`config.mk`:
```
export PLATFORM = sky130hd
export DESIGN_NAME = al4s3b_wb_regbank
export DESIGN_NICKNAME = d
export VERILOG_FILES = /design/src/rtl/al4s3b_regbank_pkg.sv /design/src/rtl/al4s3b_dbg_fifo.sv /design/src/rtl/al4s3b_wb_regbank.sv
export SDC_FILE = /design/constraint.sdc
export NUM_CORES = 1
export LEC_CHECK = 0
export ABC_AREA = 1
export BUFFER_PORTS_ARGS = -buffer_cell sky130_fd_sc_hd__buf_4
export CAP_MARGIN = 40
export CELL_PAD_IN_SITES_DETAIL_PLACEMENT = 0
export CELL_PAD_IN_SITES_GLOBAL_PLACEMENT = 1
export CORE_MARGIN = 2
export CORE_UTILIZATION = 35
export CTS_BUF_LIST = sky130_fd_sc_hd__clkbuf_16
export DETAILED_ROUTE_END_ITERATION = 10
export PLACE_DENSITY = 0.9
export SLEW_MARGIN = 20
export SYNTH_ARGS = -nofsm -noshare
export SYNTH_HDL_FRONTEND = slang
export SYNTH_SLANG_ARGS = --single-unit
```
`constraint.sdc`:
```
create_clock -name WBs_CLK_i -period 2.1 [get_ports WBs_CLK_i]
set_input_delay 0.105 -clock WBs_CLK_i [delete_from_list [all_inputs] [get_ports WBs_CLK_i]]
set_output_delay 0.105 -clock WBs_CLK_i [all_outputs]
set_load 0.05 [all_outputs]
```
`src/rtl/al4s3b_regbank_pkg.sv`:
```
// Shared constants for the AL4S3B Wishbone register bank.
// Register byte offsets, unmapped-read value, DBG_LVL field layout and a byte-strobe
// mask helper used by every byte-writable register.
package al4s3b_regbank_pkg;

    localparam int unsigned ID_OFFSET       = 32'h000;
    localparam int unsigned REV_OFFSET      = 32'h004;
    localparam int unsigned SCRATCH_OFFSET  = 32'h008;
    localparam int unsigned IRQ_STAT_OFFSET = 32'h00C;
    localparam int unsigned IRQ_EN_OFFSET   = 32'h010;
    localparam int unsigned DBG_DATA_OFFSET = 32'h014;
    localparam int unsigned DBG_LVL_OFFSET  = 32'h018;
    localparam int unsigned CTRL_BASE       = 32'h040;
    localparam int unsigned STAT_BASE       = 32'h080;

    localparam logic [31:0] DEF_VALUE = 32'hFABDEFAC;

    // DBG_LVL = {ovf[31], zeros, count[8:0]}
    localparam int unsigned DBG_LVL_OVF_BIT = 31;
    localparam int unsigned DBG_CNT_W       = 9;

    function automatic logic [31:0] byte_mask(input logic [3:0] be);
        logic [31:0] mask;
        mask = '0;
        for (int b = 0; b < 4; b++) begin
            mask[8*b +: 8] = {8{be[b]}};
        end
        return mask;
    endfunction

endpackage

```
`src/rtl/al4s3b_dbg_fifo.sv`:
```
// Debug capture FIFO for the register bank.
// Ports:
//   clk, rst_n  : clock, asynchronous active-low reset
//   push        : write push_data when space (or a same-cycle pop) allows
//   pop         : remove head; ignored when empty
//   ovf_clr     : clear sticky overflow flag
//   head        : current head word, 0 when empty
//   count       : occupancy 0..DEPTH (saturates, never wraps)
//   ovf         : sticky, set by a push that was dropped because the FIFO was full
module al4s3b_dbg_fifo
    import al4s3b_regbank_pkg::*;
#(
    parameter int unsigned DEPTH = 16
) (
    input  logic                 clk,
    input  logic                 rst_n,
    input  logic                 push,
    input  logic [31:0]          push_data,
    input  logic                 pop,
    input  logic                 ovf_clr,
    output logic [31:0]          head,
    output logic [DBG_CNT_W-1:0] count,
    output logic                 ovf
);

    localparam int unsigned PW = $clog2(DEPTH);

    logic [31:0]   mem [DEPTH];
    logic [PW-1:0] wr_ptr;
    logic [PW-1:0] rd_ptr;
    logic          full;
    logic          empty;
    logic          do_push;
    logic          do_pop;

    assign full  = (count == DBG_CNT_W'(DEPTH));
    assign empty = (count == '0);
    assign do_pop  = pop & ~empty;
    // A pop in the same cycle frees a slot, so a push into a full FIFO is still taken.
    assign do_push = push & (~full | do_pop);
    assign head    = empty ? '0 : mem[rd_ptr];

    always_ff @(posedge clk or negedge rst_n) begin
        if (!rst_n) begin
            wr_ptr <= '0;
            rd_ptr <= '0;
            count  <= '0;
            ovf    <= 1'b0;
        end else begin
            if (do_push) wr_ptr <= wr_ptr + 1'b1;
            if (do_pop)  rd_ptr <= rd_ptr + 1'b1;
            count <= count + DBG_CNT_W'(do_push) - DBG_CNT_W'(do_pop);
            // Overflow set takes priority over a same-cycle clear.
            if (push && !do_push) ovf <= 1'b1;
            else if (ovf_clr)     ovf <= 1'b0;
        end
    end

    // Storage carries no reset; only pointers/count define validity.
    always_ff @(posedge clk) begin
        if (do_push) mem[wr_ptr] <= push_data;
    end

endmodule

```
`src/rtl/al4s3b_wb_regbank.sv`:
```
// Wishbone register bank for the AL4S3B FPGA fabric.
// Map: ID, REV, SCRATCH, IRQ_STAT (W1C), IRQ_EN, optional DBG_DATA/DBG_LVL,
// NUM_CTRL byte-writable control regs at 0x040, NUM_STAT read-only status regs at 0x080.
// Ports:
//   WBs_*         : Wishbone slave (registered single-cycle ACK, registered read data)
//   ctrl_o        : flattened control regs, reg i at [32*i +: 32]
//   stat_i        : flattened status inputs, reg i at [32*i +: 32]
//   evt_i / irq_o : level events (rising edge latches IRQ_STAT) / registered interrupt
//   dbg_push_i, dbg_data_i : debug FIFO push interface
//   Device_ID_o   : constant DEVICE_ID
// Build option: define AL4S3B_REGBANK_DBG_FIFO_EN to include the debug FIFO.
module al4s3b_wb_regbank
    import al4s3b_regbank_pkg::*;
#(
    parameter int unsigned ADDRWIDTH   = 10,
    parameter int unsigned DATAWIDTH   = 32,
    parameter int unsigned NUM_CTRL    = 4,
    parameter int unsigned NUM_STAT    = 4,
    parameter int unsigned NUM_EVT     = 8,
    parameter int unsigned DBG_DEPTH   = 16,
    parameter logic [31:0] DEVICE_ID   = 32'h0,
    parameter logic [31:0] REV_LEVEL   = 32'h0,
    parameter logic [31:0] SCRATCH_RST = 32'h12345678
) (
    input  logic                     WBs_CLK_i,
    input  logic                     WBs_RST_i,
    input  logic [16:0]              WBs_ADR_i,
    input  logic                     WBs_CYC_i,
    input  logic                     WBs_STB_i,
    input  logic                     WBs_WE_i,
    input  logic [3:0]               WBs_BYTE_STB_i,
    input  logic [DATAWIDTH-1:0]     WBs_DAT_i,
    output logic [DATAWIDTH-1:0]     WBs_DAT_o,
    output logic                     WBs_ACK_o,
    output logic [32*NUM_CTRL-1:0]   ctrl_o,
    input  logic [32*NUM_STAT-1:0]   stat_i,
    input  logic [NUM_EVT-1:0]       evt_i,
    output logic                     irq_o,
    input  logic                     dbg_push_i,
    input  logic [31:0]              dbg_data_i,
    output logic [31:0]              Device_ID_o
);

    logic [ADDRWIDTH-1:0]  off;
    logic                  access;
    logic                  wr;
    logic                  rd;
    logic [31:0]           bmask;
    logic [31:0]           rd_data;

    logic                  ack;
    logic [31:0]           dat;
    logic [31:0]           scratch;
    logic [32*NUM_CTRL-1:0] ctrl;
    logic [NUM_EVT-1:0]    irq_stat;
    logic [NUM_EVT-1:0]    irq_stat_next;
    logic [NUM_EVT-1:0]    irq_en;
    logic [NUM_EVT-1:0]    irq_clr;
    logic                  irq;
    logic [NUM_EVT-1:0]    evt_q;
    logic [NUM_EVT-1:0]    evt_qq;
    logic [NUM_EVT-1:0]    evt_rise;
    logic                  evt_primed;

    logic unused_adr;
    assign unused_adr = ^{WBs_ADR_i[16:ADDRWIDTH], WBs_ADR_i[1:0]};

    assign off    = {WBs_ADR_i[ADDRWIDTH-1:2], 2'b00};
    assign access = WBs_CYC_i & WBs_STB_i & ~ack;
    assign wr     = access & WBs_WE_i;
    assign rd     = access & ~WBs_WE_i;
    assign bmask  = byte_mask(WBs_BYTE_STB_i);

`ifdef AL4S3B_REGBANK_DBG_FIFO_EN
    logic [31:0]          fifo_head;
    logic [DBG_CNT_W-1:0] fifo_count;
    logic                 fifo_ovf;
    logic                 fifo_pop;
    logic                 fifo_ovf_clr;

    assign fifo_pop     = rd & (off == ADDRWIDTH'(DBG_DATA_OFFSET));
    assign fifo_ovf_clr = wr & (off == ADDRWIDTH'(DBG_LVL_OFFSET)) & WBs_BYTE_STB_i[3]
                          & WBs_DAT_i[DBG_LVL_OVF_BIT];

    al4s3b_dbg_fifo #(
        .DEPTH (DBG_DEPTH)
    ) u_dbg_fifo (
        .clk       (WBs_CLK_i),
        .rst_n     (WBs_RST_i),
        .push      (dbg_push_i),
        .push_data (dbg_data_i),
        .pop       (fifo_pop),
        .ovf_clr   (fifo_ovf_clr),
        .head      (fifo_head),
        .count     (fifo_count),
        .ovf       (fifo_ovf)
    );
`else
    localparam int unsigned unused_dbg_depth = DBG_DEPTH;
    logic unused_dbg;
    assign unused_dbg = ^{dbg_push_i, dbg_data_i};
`endif

    // Read mux; anything not decoded returns DEF_VALUE.
    always_comb begin
        rd_data = DEF_VALUE;
        if (off == ADDRWIDTH'(ID_OFFSET)) begin
            rd_data = DEVICE_ID;
        end else if (off == ADDRWIDTH'(REV_OFFSET)) begin
            rd_data = REV_LEVEL;
        end else if (off == ADDRWIDTH'(SCRATCH_OFFSET)) begin
            rd_data = scratch;
        end else if (off == ADDRWIDTH'(IRQ_STAT_OFFSET)) begin
            rd_data = 32'(irq_stat);
        end else if (off == ADDRWIDTH'(IRQ_EN_OFFSET)) begin
            rd_data = 32'(irq_en);
`ifdef AL4S3B_REGBANK_DBG_FIFO_EN
        end else if (off == ADDRWIDTH'(DBG_DATA_OFFSET)) begin
            rd_data = fifo_head;
        end else if (off == ADDRWIDTH'(DBG_LVL_OFFSET)) begin
            rd_data = '0;
            rd_data[DBG_LVL_OVF_BIT]  = fifo_ovf;
            rd_data[DBG_CNT_W-1:0]    = fifo_count;
`endif
        end
        for (int i = 0; i < NUM_CTRL; i++) begin
            if (off == ADDRWIDTH'(CTRL_BASE + 4 * i)) rd_data = ctrl[32*i +: 32];
        end
        for (int i = 0; i < NUM_STAT; i++) begin
            if (off == ADDRWIDTH'(STAT_BASE + 4 * i)) rd_data = stat_i[32*i +: 32];
        end
    end

    // Event set wins over a same-cycle W1C of the same bit.
    always_comb begin
        evt_rise = evt_q & ~evt_qq;
        irq_clr  = '0;
        if (wr && off == ADDRWIDTH'(IRQ_STAT_OFFSET)) begin
            irq_clr = WBs_DAT_i[NUM_EVT-1:0] & bmask[NUM_EVT-1:0];
        end
        irq_stat_next = (irq_stat & ~irq_clr) | evt_rise;
    end

    always_ff @(posedge WBs_CLK_i or negedge WBs_RST_i) begin
        if (!WBs_RST_i) begin
            ack        <= 1'b0;
            dat        <= '0;
            scratch    <= SCRATCH_RST;
            ctrl       <= '0;
            irq_stat   <= '0;
            irq_en     <= '0;
            irq        <= 1'b0;
            evt_q      <= '0;
            evt_qq     <= '0;
            evt_primed <= 1'b0;
        end else begin
            ack <= access;
            if (access) dat <= rd_data;
            if (wr) begin
                if (off == ADDRWIDTH'(SCRATCH_OFFSET)) begin
                    scratch <= (scratch & ~bmask) | (WBs_DAT_i & bmask);
                end
                if (off == ADDRWIDTH'(IRQ_EN_OFFSET)) begin
                    irq_en <= (irq_en & ~bmask[NUM_EVT-1:0])
                              | (WBs_DAT_i[NUM_EVT-1:0] & bmask[NUM_EVT-1:0]);
                end
                for (int i = 0; i < NUM_CTRL; i++) begin
                    if (off == ADDRWIDTH'(CTRL_BASE + 4 * i)) begin
                        ctrl[32*i +: 32] <= (ctrl[32*i +: 32] & ~bmask) | (WBs_DAT_i & bmask);
                    end
                end
            end
            irq_stat <= irq_stat_next;
            irq      <= |(irq_stat & irq_en);
            // First sample after reset seeds both history stages, so a level that is
            // already high at reset release is not seen as an edge.
            evt_primed <= 1'b1;
            evt_q      <= evt_i;
            evt_qq     <= evt_primed ? evt_q : evt_i;
        end
    end

    assign WBs_ACK_o   = ack;
    assign WBs_DAT_o   = dat;
    assign ctrl_o      = ctrl;
    assign irq_o       = irq;
    assign Device_ID_o = DEVICE_ID;

endmodule
```
==> results.txt, run 1 <==
The depth of the most critical reg-to-reg path is 7. Dividing the synthesized area by the synthesized cell count gives 7.95 µm². Dividing total power by cell area gives a power density of 629 nW/µm². The clock net in this run drives a total of 227 sinks. The detailed placement HPWL came out at 30.4 mm. After detailed routing, the number of remaining DRC violations is 0. The share of post-route cells with drive strength above 1 came out at 27.5%. The warning count from the yosys run came out at 0. The met1 track demand over resource is 32.6%. The fraction of registers with async set/reset is 100%.

The H-tree depth reported by CTS is 1. The count of nets left with antenna violations after detail routing came out at 0. The area of the die came out at 33600 µm². The setup clock skew after layout came out at 0.0115 ns. The starting DRC count in detailed routing came out at 725. The synthesized design spends more area on one cell type than any other, namely sky130_fd_sc_hd__dfrtp_1. The worst min-delay path category is input port to register.

The cell count after synthesis came out at 1414. The via count of the first global-routing pass is 10929. For this design, the slowest cell found on the critical path is sky130_fd_sc_hd__dlygate4sd3_1. The number of top-level pins came out at 421.

The maximum frequency from static timing analysis came out at 493 MHz. The wire length of the first global-routing pass is 62.6 mm. Entering global routing, the biggest net connects 75 pins. The initial cell density of the core came out at 35.5%. The largest buffer count on any clock path came out at 3. The share of synthesized area in the top cell type comes to 47.6%. In this run the worst path has a maximum fanout of 35. The number of antenna violations at the first check in global routing came to 0.

The register clock-pin slew on the reported worst setup and hold paths is 0.07 ns. In the routed layout, each cell is associated on average with a via count of 4.92. The count of buffers from port buffering is 346. In the synthesized netlist the dominant register cell turns out to be sky130_fd_sc_hd__dfrtp_1.

The area growth from synthesis to layout is 44.4%. The peak supply drop is 0.488 mV. At the worst endpoint, the arrival time is 2.49 ns. The type of the setup path with the least slack is register to register. Of the available clock period, the critical path in the final layout requires 96.5%.

The number of max-capacitance violations reported came out at 0. The critical path's largest stage delay is 0.60 ns. The number of hold-slack violations in the final timing report was 0. The basic-gate share of the synthesized area counting and, or, nand and nor cells is 28.9%. The clock latency on the worst-skew pair is 0.52 ns. The overall fraction of global-route tracks in use is 24.2%. The fraction of the mapped netlist area in adder cells came out at 0%. At the placement stage, the worst setup path has a slack of -0.155 ns. The floorplan core area came out at 31600 µm². The run finished with clean final reports. The final weighted congestion of routability-driven global placement is 0.894. The met2 global-route usage came out at 41.1%. The total clock buffers created by CTS is 26. TritonCTS built the clock tree. In the post-synthesis netlist, the biggest area contributors are sky130_fd_sc_hd__dfrtp_1 48%, sky130_fd_sc_hd__nand2_1 14%, sky130_fd_sc_hd__o21ai_0 7.5%. The post-layout worst setup margin is 0.0734 ns. The power after layout came out at 10.2 mW.

The chip height is 183 µm. Synthesis inferred 227 register bits. The layer flagged by global routing as most heavily used is met2. The post-synthesis xor/xnor area fraction came out at 0%. The first-pass detailed-route iteration total is 5.

The sum of routed wire length over all layers came out at 41.7 mm. Across all layers, the routed design uses 11307 vias. The register area share after synthesis came out at 50.7%.

0 antenna diodes ended up in the layout. Traced cell by cell, the critical path runs through nor2_4 -> buf_4 -> o21ai_0 -> inv_1 -> nand4_1 -> dlygate4sd3_1 -> nand2_1. The clock period minus final worst setup slack came out at 2.03 ns. The average wire length per cell after detail routing came out at 18.1 µm. The dominant combinational cell family by area after synthesis is simple AND/OR/NAND/NOR gates. The mapped cell area came out at 11200 µm². The number of instances on the worst hold path came out at 5. Global routing consumed, on the met3 layer, 3.34% of the routing resources.

The total leakage power came out at 7.99 nW. The tree is rooted in a sky130_fd_sc_hd__clkbuf_16. The count of standard-cell rows is 65. Setup repair after global routing could not meet its margin everywhere. Setup violations remaining at the end of the flow were counted as 0. At the pin with the least slew margin, the transition time is 0.804 ns. The total congestion overflow after global routing came out at 0. From left edge to right edge, the die measures 183 µm. The count of different cell masters after synthesis came out at 31. The complex-gate fraction of the synthesized area came out at 11.9%. Multiplexer cells account for 0% of the synthesized area.

The count of nets after finishing came out at 2104. The worst path required time came out at 2.56 ns. The relative slew slack came out at 46.3%. STA classifies the critical path startpoint as a register. The number of flops mapped to enable cells by yosys came out at 0.

The kind of capture point of the worst setup path is a register. The number of slew-limit violations in the final report came to 0.
critical path, delay by kind of cell, from the launching register on:
kind | cells | cell delay [ns]
DFF | 1 | 0.41
and+or+nand+nor | 3 | 0.32
buffers and inverters | 3 | 1.06
AOI/OAI and AO/OA | 1 | 0.15
cells in the final DEF (no fill, tap or decap), types with 3 or more instances in the layout:
cell,count
sky130_fd_sc_hd__or2_0,16
sky130_fd_sc_hd__nand3_1,38
sky130_fd_sc_hd__buf_4,379
sky130_fd_sc_hd__dlygate4sd3_1,106
sky130_fd_sc_hd__or2_1,44
sky130_fd_sc_hd__clkbuf_16,27
sky130_fd_sc_hd__nor2_2,6
sky130_fd_sc_hd__nand2_2,7
sky130_fd_sc_hd__conb_1,33
sky130_fd_sc_hd__dfstp_2,13
sky130_fd_sc_hd__inv_1,106
sky130_fd_sc_hd__buf_12,9
sky130_fd_sc_hd__o21ai_1,77
sky130_fd_sc_hd__dfrtp_1,214
sky130_fd_sc_hd__nand2_1,431
sky130_fd_sc_hd__a21oi_1,16
sky130_fd_sc_hd__inv_2,17
sky130_fd_sc_hd__o21ai_0,168
sky130_fd_sc_hd__nand3b_1,3
sky130_fd_sc_hd__clkinv_1,9
sky130_fd_sc_hd__nand3_2,14
sky130_fd_sc_hd__nor2_1,58
sky130_fd_sc_hd__clkinvlp_4,3
sky130_fd_sc_hd__or2_2,34
sky130_fd_sc_hd__nor2_4,5
sky130_fd_sc_hd__clkinv_2,5
sky130_fd_sc_hd__nand4_1,51
cells in the mapped netlist (all sizes together), types with 13 or more instances:
master / count
dfrtp: 214
nand2: 438
buf: 50
nor2: 69
o21ai: 245
inv: 118
dfstp: 13
clkbuf: 41
nand3: 52
or2: 94
a21oi: 16
nand4: 51
per-stage QoR:
step	utilization [%]	std cells	setup TNS (ns)	hold WS, ns	area (µm²)
finish	51.3	2299	0	0.0197	16200
global route	51.3	2299	-0.0677	0.0286	16200
detailed placement	45.4	2143	-0.217	0.122	14400
floorplan	-	1445	0	-0.191	11400
global placement	45.4	2143	-0.172	0.123	14400
CTS	51.2	2297	0	0.00904	16200
power breakdown:
part           internal (mW)  leakage (nW)  switching (mW)
combinational          0.571          4.63           0.919
clock                   2.31         0.392            1.84
sequential              4.49          2.98          0.0714
routing by layer:
layer | up-vias | wire length [µm]
li1 | 5415 | -
met1 | 5373 | 18100
met2 | 453 | 19800
met3 | 66 | 2810
met4 | 0 | 937
met5 | - | 0
cell type report:
cell class	count	area [µm²]
fillers	2948	15400
clock inverters	21	96.3
flip-flops and latches	227	5700
multi-input cells	1008	4710
well taps	402	503
clock buffers	27	676
repair buffers	495	4100
inverters	119	447
repair_timing:
item	in CTS	in global routing
hold endpoints to repair	282	0
setup endpoints to repair	0	15
buffers inserted	0	2
hold buffers	106	0
gates resized for setup	0	1
logic make-up (layout without fill, tap and decap cells):
kind of cell,after synthesis,in the layout
AO/OA/AOI/OAI,265,265
other,2,33
flip-flops,227,227
buffers and inverters,210,662
AND/OR/NAND/NOR,710,710
final timing paths:
check	start	to	slack, ns
max reg2reg	WBs_ACK_o	WBs_DAT_o[18]	0.07
min	stat_i[16]	WBs_DAT_o[16]	0.02
max	WBs_ACK_o	WBs_DAT_o[18]	0.07
min reg2reg	evt_qq[7]	irq_stat[7]	0.41
min in group asynchronous	WBs_RST_i	evt_primed	0.15
max in group asynchronous	WBs_RST_i	async pin	1.20
Power figures use the tool's default switching activity.
==> run 2: changes to the inputs <==
CORE_MARGIN = 3   (was 2)
==> run 2 against run 1 <==
Register-to-register slack better by 0.04 ns. Total power is 1.7% higher. Hold slack worse by 0.018 ns. Maximum frequency is 1.9% higher. Flip-flop and latch count stayed put. Highest routed layer unchanged. Sequential share of layout area is 0.084 points higher. Core utilization is 0.12 points lower. Final area is 0.24% lower.
==> results.txt, run 2 (synthesis results as in run 1) <==
The number of instances on the worst hold path came out at 3 (was 5). The number of vias after detailed routing is 11407 (was 11307). The measured slew at the worst slew-check pin is 0.603 ns (was 0.804 ns).

The average wire length per cell after detail routing came to 18.5 µm (was 18.1 µm). Run status: finished, final reports clean (unchanged). The internal reg-to-reg setup slack is 0.11 ns (was 0.07 ns).

The via count of the first global-routing pass is 10971 (was 10929). The most common library cell in the layout ignoring fill and taps was sky130_fd_sc_hd__nand2_1 (unchanged). The maximum frequency from static timing analysis is 503 MHz (was 493 MHz). The kind of capture point of the worst setup path is a register (unchanged). The setup clock skew after layout is 0.00993 ns (was 0.0115 ns).

The number of hold-slack violations in the final timing report came to 0 (unchanged). The count of nets after finishing came out at 2094 (was 2104). The root buffer cell is sky130_fd_sc_hd__clkbuf_16 (unchanged). The sum of routed wire length over all layers came to 42.3 mm (was 41.7 mm).

The post-CTS repair timing setup buffer count was 0 (unchanged). The count of buffers from port buffering is 346 (unchanged). Highest-count cells in the layout ignoring fill and taps: 431 x sky130_fd_sc_hd__nand2_1, 371 x sky130_fd_sc_hd__buf_4, 214 x sky130_fd_sc_hd__dfrtp_1 (was 431 x sky130_fd_sc_hd__nand2_1, 379 x sky130_fd_sc_hd__buf_4, 214 x sky130_fd_sc_hd__dfrtp_1).

The count of nets left with antenna violations after detail routing is 0 (unchanged). The worst-path maximum fanout came out at 3 (was 35). The number of fill cells came to 2983 (was 2948).

The critical path's largest stage delay is 0.57 ns (was 0.60 ns). The number of antenna violations at the first check in global routing is 0 (unchanged). The starting DRC count in detailed routing is 697 (was 725).

The largest buffer count on any clock path was 3 (unchanged). The depth of the most critical reg-to-reg path is 7 (unchanged). The end of the critical path is WBs_DAT_o[22] (was WBs_DAT_o[18]).

The count of standard-cell rows came out at 65 (unchanged). The type of the setup path with the least slack is register to register (unchanged). The total clock buffers created by CTS is 26 (unchanged). The wire length of the first global-routing pass came to 62.8 mm (was 62.6 mm). The capture instance of the worst register-to-register path is WBs_DAT_o[22] (was WBs_DAT_o[18]). The area of the die is 34300 µm² (was 33600 µm²). The number of inserted diodes is 0 (unchanged). The H-tree depth reported by CTS is 1 (unchanged). The total negative slack for setup checks came out at 0 ns (unchanged). The share of post-route cells with drive strength above 1 is 27.5% (about the same). The number of clock sinks seen by CTS is 227 (unchanged).

The floorplan core area is 31600 µm² (unchanged). The overall fraction of global-route tracks in use came out at 23.7% (was 24.2%). The worst hold slack across all endpoints is 0.00155 ns (was 0.0197 ns). The instance area after placement is 14300 µm² (was 14400 µm²). List of cells traversed by the critical path: nand2_1 -> nand3_1 -> o22ai_1 -> nand4_1 -> nand3_1 -> dlygate4sd3_1 -> nand2_1 (was nor2_4 -> buf_4 -> o21ai_0 -> inv_1 -> nand4_1 -> dlygate4sd3_1 -> nand2_1). The number of DRC violations after detailed routing came out at 0 (unchanged). The critical path startpoint category is a register (unchanged).

The pin count of the biggest net entering global routing is 72 (was 75). The x dimension of the die came out at 185 µm (was 183 µm). The combined buffer and inverter count along the critical path was 1 (was 3). The final weighted congestion of routability-driven global placement is 0.914 (was 0.894). The worst path required time came out at 2.51 ns (was 2.56 ns). The relative slew slack is 59.8% (was 46.3%). The worst min-delay path category was input port to register (unchanged). The clock latency on the worst-skew pair came out at 0.53 ns (was 0.52 ns). The number of top-level pins is 421 (unchanged). The total leakage power came out at 7.97 nW (was 7.99 nW).

The area of all placed cells without fillers is 16200 µm² (about the same). The growth of design area from synthesis to finish is 44.0% (was 44.4%). The first-pass detailed-route iteration total came to 5 (unchanged). The number of max-capacitance violations reported is 0 (unchanged). The final worst-path cycle share is 94.7% (was 96.5%). The number of slew-limit violations in the final report came out at 0 (unchanged). The power per cell area came out at 641 nW/µm² (was 629 nW/µm²).

The critical path depth is 7 (unchanged). The chip height is 185 µm (was 183 µm). The total congestion overflow after global routing came out at 0 (unchanged).

The detailed placement HPWL came out at 30.9 mm (was 30.4 mm). RSZ-0062 raised after global routing: no (was yes). The cell class contributing the biggest share of worst-path delay is buffers and inverters (unchanged).

The average vias per placed instance is 4.98 (was 4.92). The initial cell density of the core was 35.5% (unchanged). The register clock-pin slew on the reported worst setup and hold paths came out at 0.06 ns (was 0.07 ns). The clock period minus final worst setup slack came to 1.99 ns (was 2.03 ns). The TritonCTS clock tree was yes (unchanged).

The peak supply drop is 0.433 mV (was 0.488 mV). The cell at the slowest stage of the critical path is sky130_fd_sc_hd__dlygate4sd3_1 (unchanged). The data arrival time of the worst path is 2.40 ns (was 2.49 ns). The count of endpoints failing setup in the final report is 0 (unchanged).
run 2: power breakdown:
group          internal, mW  leakage [nW]  switching [mW]
registers              4.49          2.98          0.0768
logic                 0.569          4.57           0.929
clock network          2.49         0.427            1.83
run 2: metrics by stage:
stage / util (%) / worst slack, ns / total power [mW] / std cells
finish: 51.2 / 0.112 / 10.4 / 2289
detailed placement: 45.2 / 0.0835 / 5.99 / 2136
global route: 51.2 / 0.00236 / 10.8 / 2289
floorplan: - / 0.263 / 5.35 / 1445
CTS: 51.1 / 0.0856 / 10.5 / 2289
global placement: 45.2 / 0.116 / 5.98 / 2136
run 2: worst min path at each step:
stage | startpoint | end | slack (ns)
after floorplan | WBs_RST_i | WBs_ACK_o | -0.19
after global placement | WBs_RST_i | evt_q[1] | 0.11
after detailed placement | WBs_RST_i | evt_q[1] | 0.12
after CTS | WBs_DAT_i[3] | register | 0.02
after global routing | WBs_DAT_i[3] | register | 0.04
final | WBs_DAT_i[5] | register | 0.002
run 2: worst register-to-register path: cells and delay by family (launching register included):
family                 cells  cell delay [ns]
buffers and inverters      1             0.57
AND/OR/NAND/NOR            5             0.50
flip-flops                 1             0.42
AO/OA/AOI/OAI              1             0.39
run 2: what timing repair did:
item	in CTS	in global routing
gates resized for setup	0	6
endpoints found under the setup margin	0	14
hold buffers	105	0
endpoints found under the hold margin	303	0
run 2: routing by layer:
layer  GRT usage (%)  share of wire [%]
met5               0                  0
met4            7.20                2.9
met3            3.95                7.8
met2            39.4                 47
met1            31.9                 42
run 2: layout make-up:
class | count | area [µm²] | area share, %
clock inverter | 22 | 160 | 0.989
sequential | 227 | 5700 | 35.2
inverter | 119 | 447 | 2.76
multi-input combinational | 1008 | 4730 | 29.2
timing repair buffer | 485 | 4010 | 24.8
clock buffer | 26 | 651 | 4.02
tap | 402 | 503 | 3.11
==> run 3: changes to the inputs <==
clock period = 2 ns   (was 2.1 ns; I/O delays follow)
==> run 3 against run 2 <==
Non-clock buffer count grew 25. Final cell count increased by 1.1%. Highest routed layer unchanged. Combinational power increased by 6%.
==> results.txt, run 3 (synthesis results as in run 1) <==
The total leakage power is 8.09 nW (was 7.97 nW). The most common library cell in the layout ignoring fill and taps is sky130_fd_sc_hd__nand2_1 (unchanged). The measured slew at the worst slew-check pin is 0.564 ns (was 0.603 ns). The average wire length per cell after detail routing came out at 18.7 µm (was 18.5 µm).

The detailed placement HPWL came out at 31.2 mm (was 30.9 mm). Run status: finished, final reports clean (unchanged). The number of clock sinks seen by CTS came out at 227 (unchanged).

The maximum frequency from static timing analysis is 513 MHz. The critical path startpoint category was an input port (was register). The kind of capture point of the worst setup path was a register (unchanged). The count of endpoints failing setup in the final report is 0 (unchanged). The portion of total power attributed to combinational logic is 14.7% (was 14.4%). The setup clock skew after layout is 0.00769 ns (was 0.00993 ns). The floorplan core area is 31600 µm² (unchanged). The peak supply drop is 0.441 mV (was 0.433 mV). The final worst-path cycle share is 97.4%. The TritonCTS clock tree is yes (unchanged). RSZ-0062 raised after global routing: yes (was no). The core occupancy in the finished layout is 52.0% (was 51.2%). The sum of routed wire length over all layers is 43.3 mm (was 42.3 mm). The net switching power came out at 2.99 mW (was 2.83 mW). The average vias per placed instance was 5.02 (was 4.98). The number of inserted diodes came out at 0 (unchanged).

The pin count of the biggest net entering global routing is 69 (was 72). The H-tree depth reported by CTS is 1 (unchanged). The overall fraction of global-route tracks in use is 23.7% (about the same). The count of buffers from port buffering came out at 346 (unchanged).

The clock latency on the worst-skew pair came out at 0.52 ns (was 0.53 ns). The chip height came to 185 µm (unchanged). The final weighted congestion of routability-driven global placement came out at 0.910 (was 0.914). For the finished layout, the period the worst path requires is 1.95 ns. The worst path required time came out at 2.46 ns (was 2.51 ns). The relative slew slack is 62.4% (was 59.8%). The count of nets after finishing came out at 2119 (was 2094). The number of antenna violations at the first check in global routing came out at 0 (unchanged).

The type of the setup path with the least slack is input port to register (was register to register). The number of fill cells was 2899 (was 2983). The count of nets left with antenna violations after detail routing came out at 0 (unchanged). The power per cell area is 661 nW/µm² (was 641 nW/µm²). The growth of design area from synthesis to finish came out at 46.4% (was 44.0%). The largest buffer count on any clock path is 3 (unchanged). The total congestion overflow after global routing is 0 (unchanged). The area of the die is 34300 µm² (unchanged).

The switching part of the total power came out at 27.5% (was 27.3%). The number of max-capacitance violations reported is 0 (unchanged). The number of hold-slack violations in the final timing report came out at 0 (unchanged).

The count of standard-cell rows is 65 (unchanged). The initial cell density of the core is 35.5% (unchanged). The number of DRC violations after detailed routing is 0 (unchanged).

The first-pass detailed-route iteration total came out at 5 (unchanged). The data arrival time of the worst path came out at 2.41 ns (was 2.40 ns). The number of top-level pins came out at 421 (unchanged). The clock network fraction of total power is 41.1% (was 41.6%). The number of vias after detailed routing is 11619 (was 11407). The number of slew-limit violations in the final report came out at 0 (unchanged). The power after layout came out at 10.9 mW (was 10.4 mW). The worst-path maximum fanout came to 8 (was 3).

The root buffer cell is sky130_fd_sc_hd__clkbuf_16 (unchanged). The via count of the first global-routing pass is 11054 (was 10971). The worst min-delay path category is input port to register (unchanged). The register clock-pin slew on the reported worst setup and hold paths came out at 0.06 ns (about the same). The share of post-route cells with drive strength above 1 came out at 28.5% (was 27.5%). The sequential power share came out at 44.2% (was 44.0%). Highest-count cells in the layout ignoring fill and taps: 429 x sky130_fd_sc_hd__nand2_1, 388 x sky130_fd_sc_hd__buf_4, 214 x sky130_fd_sc_hd__dfrtp_1 (was 431 x sky130_fd_sc_hd__nand2_1, 371 x sky130_fd_sc_hd__buf_4, 214 x sky130_fd_sc_hd__dfrtp_1). The total clock buffers created by CTS was 26 (unchanged). The x dimension of the die is 185 µm (unchanged). The internal power of the cells came to 7.88 mW (was 7.55 mW). The starting DRC count in detailed routing came out at 933 (was 697). The wire length of the first global-routing pass came to 62.9 mm (was 62.8 mm).
-- run 3: power groups by stage --
stage,registers (mW),clock network [mW],logic [mW]
2_1_floorplan,5.19,0,0.430
3_3_place_gp,4.88,0,1.41
3_5_place_dp,4.88,0,1.42
4_1_cts,4.80,4.56,1.58
5_1_grt,4.81,4.75,1.71
6_report,4.80,4.47,1.59
-- run 3: through the flow --
step	setup TNS [ns]	setup WS, ns	hold slack, ns	area, µm²	std cells
2_1_floorplan	0	0.163	-0.196	11400	1445
3_3_place_gp	0	0.0581	0.0976	14400	2151
3_5_place_dp	-0.368	-0.0662	0.100	14400	2151
4_1_cts	0	0.0256	0.00566	16300	2306
5_1_grt	-0.0349	-0.0171	0.0357	16500	2314
6_report	0	0.0513	0.0339	16500	2314
-- run 3: final cells by class --
cell class,instances,area (µm²),area share [%]
sequential,227,5700,34.6
timing repair buffer,510,4260,25.9
clock inverter,21,121,0.737
inverter,119,450,2.74
tap,402,503,3.06
multi-input combinational,1008,4750,28.9
clock buffer,27,676,4.10
-- run 3: per-layer routing --
layer	track usage, %	vias up	part of all wire, %
met2	39.4	554	47
met5	0	-	0
met1	32.3	5545	42
met3	3.16	73	7.5
li1	-	5447	-
met4	7.47	0	2.8
-- run 3: what timing repair did --
action / CTS / global route
buffers inserted: 0 / 4
hold buffers: 107 / 4
resized for setup: 0 / 19
setup endpoints to repair: 0 / 38
hold endpoints to repair: 332 / 2
-- run 3: path summary, 6_finish.rpt --
kind                         startpoint            end  slack, ns  cells after the start
setup / recovery           WBs_ADR_i[8]  WBs_DAT_o[15]       0.05                     17
hold / removal             WBs_DAT_i[2]       register       0.03                      3
setup reg to reg              WBs_ACK_o  WBs_DAT_o[15]       0.12                      7
hold reg to reg               evt_qq[3]    irq_stat[3]       0.41                      1
max in group asynchronous     WBs_RST_i      async pin       1.10                      3
min in group asynchronous     WBs_RST_i       evt_q[4]       0.13                      2
-- run 3: critical path, cell delays in order --
cell,delay [ns]
sky130_fd_sc_hd__buf_4,0.12
sky130_fd_sc_hd__inv_2,0.04
sky130_fd_sc_hd__nand2_2,0.10
sky130_fd_sc_hd__nor2_4,0.12
sky130_fd_sc_hd__nand2_2,0.09
sky130_fd_sc_hd__buf_4,0.15
sky130_fd_sc_hd__nor2_4,0.21
sky130_fd_sc_hd__buf_12,0.15
sky130_fd_sc_hd__clkbuf_16,0.15
sky130_fd_sc_hd__nand2_1,0.05
sky130_fd_sc_hd__nand2_1,0.06
sky130_fd_sc_hd__nand4_1,0.12
sky130_fd_sc_hd__buf_4,0.20
sky130_fd_sc_hd__nand2_1,0.06
sky130_fd_sc_hd__nand4_1,0.06
sky130_fd_sc_hd__dlygate4sd3_1,0.57
sky130_fd_sc_hd__nand2_1,0.07
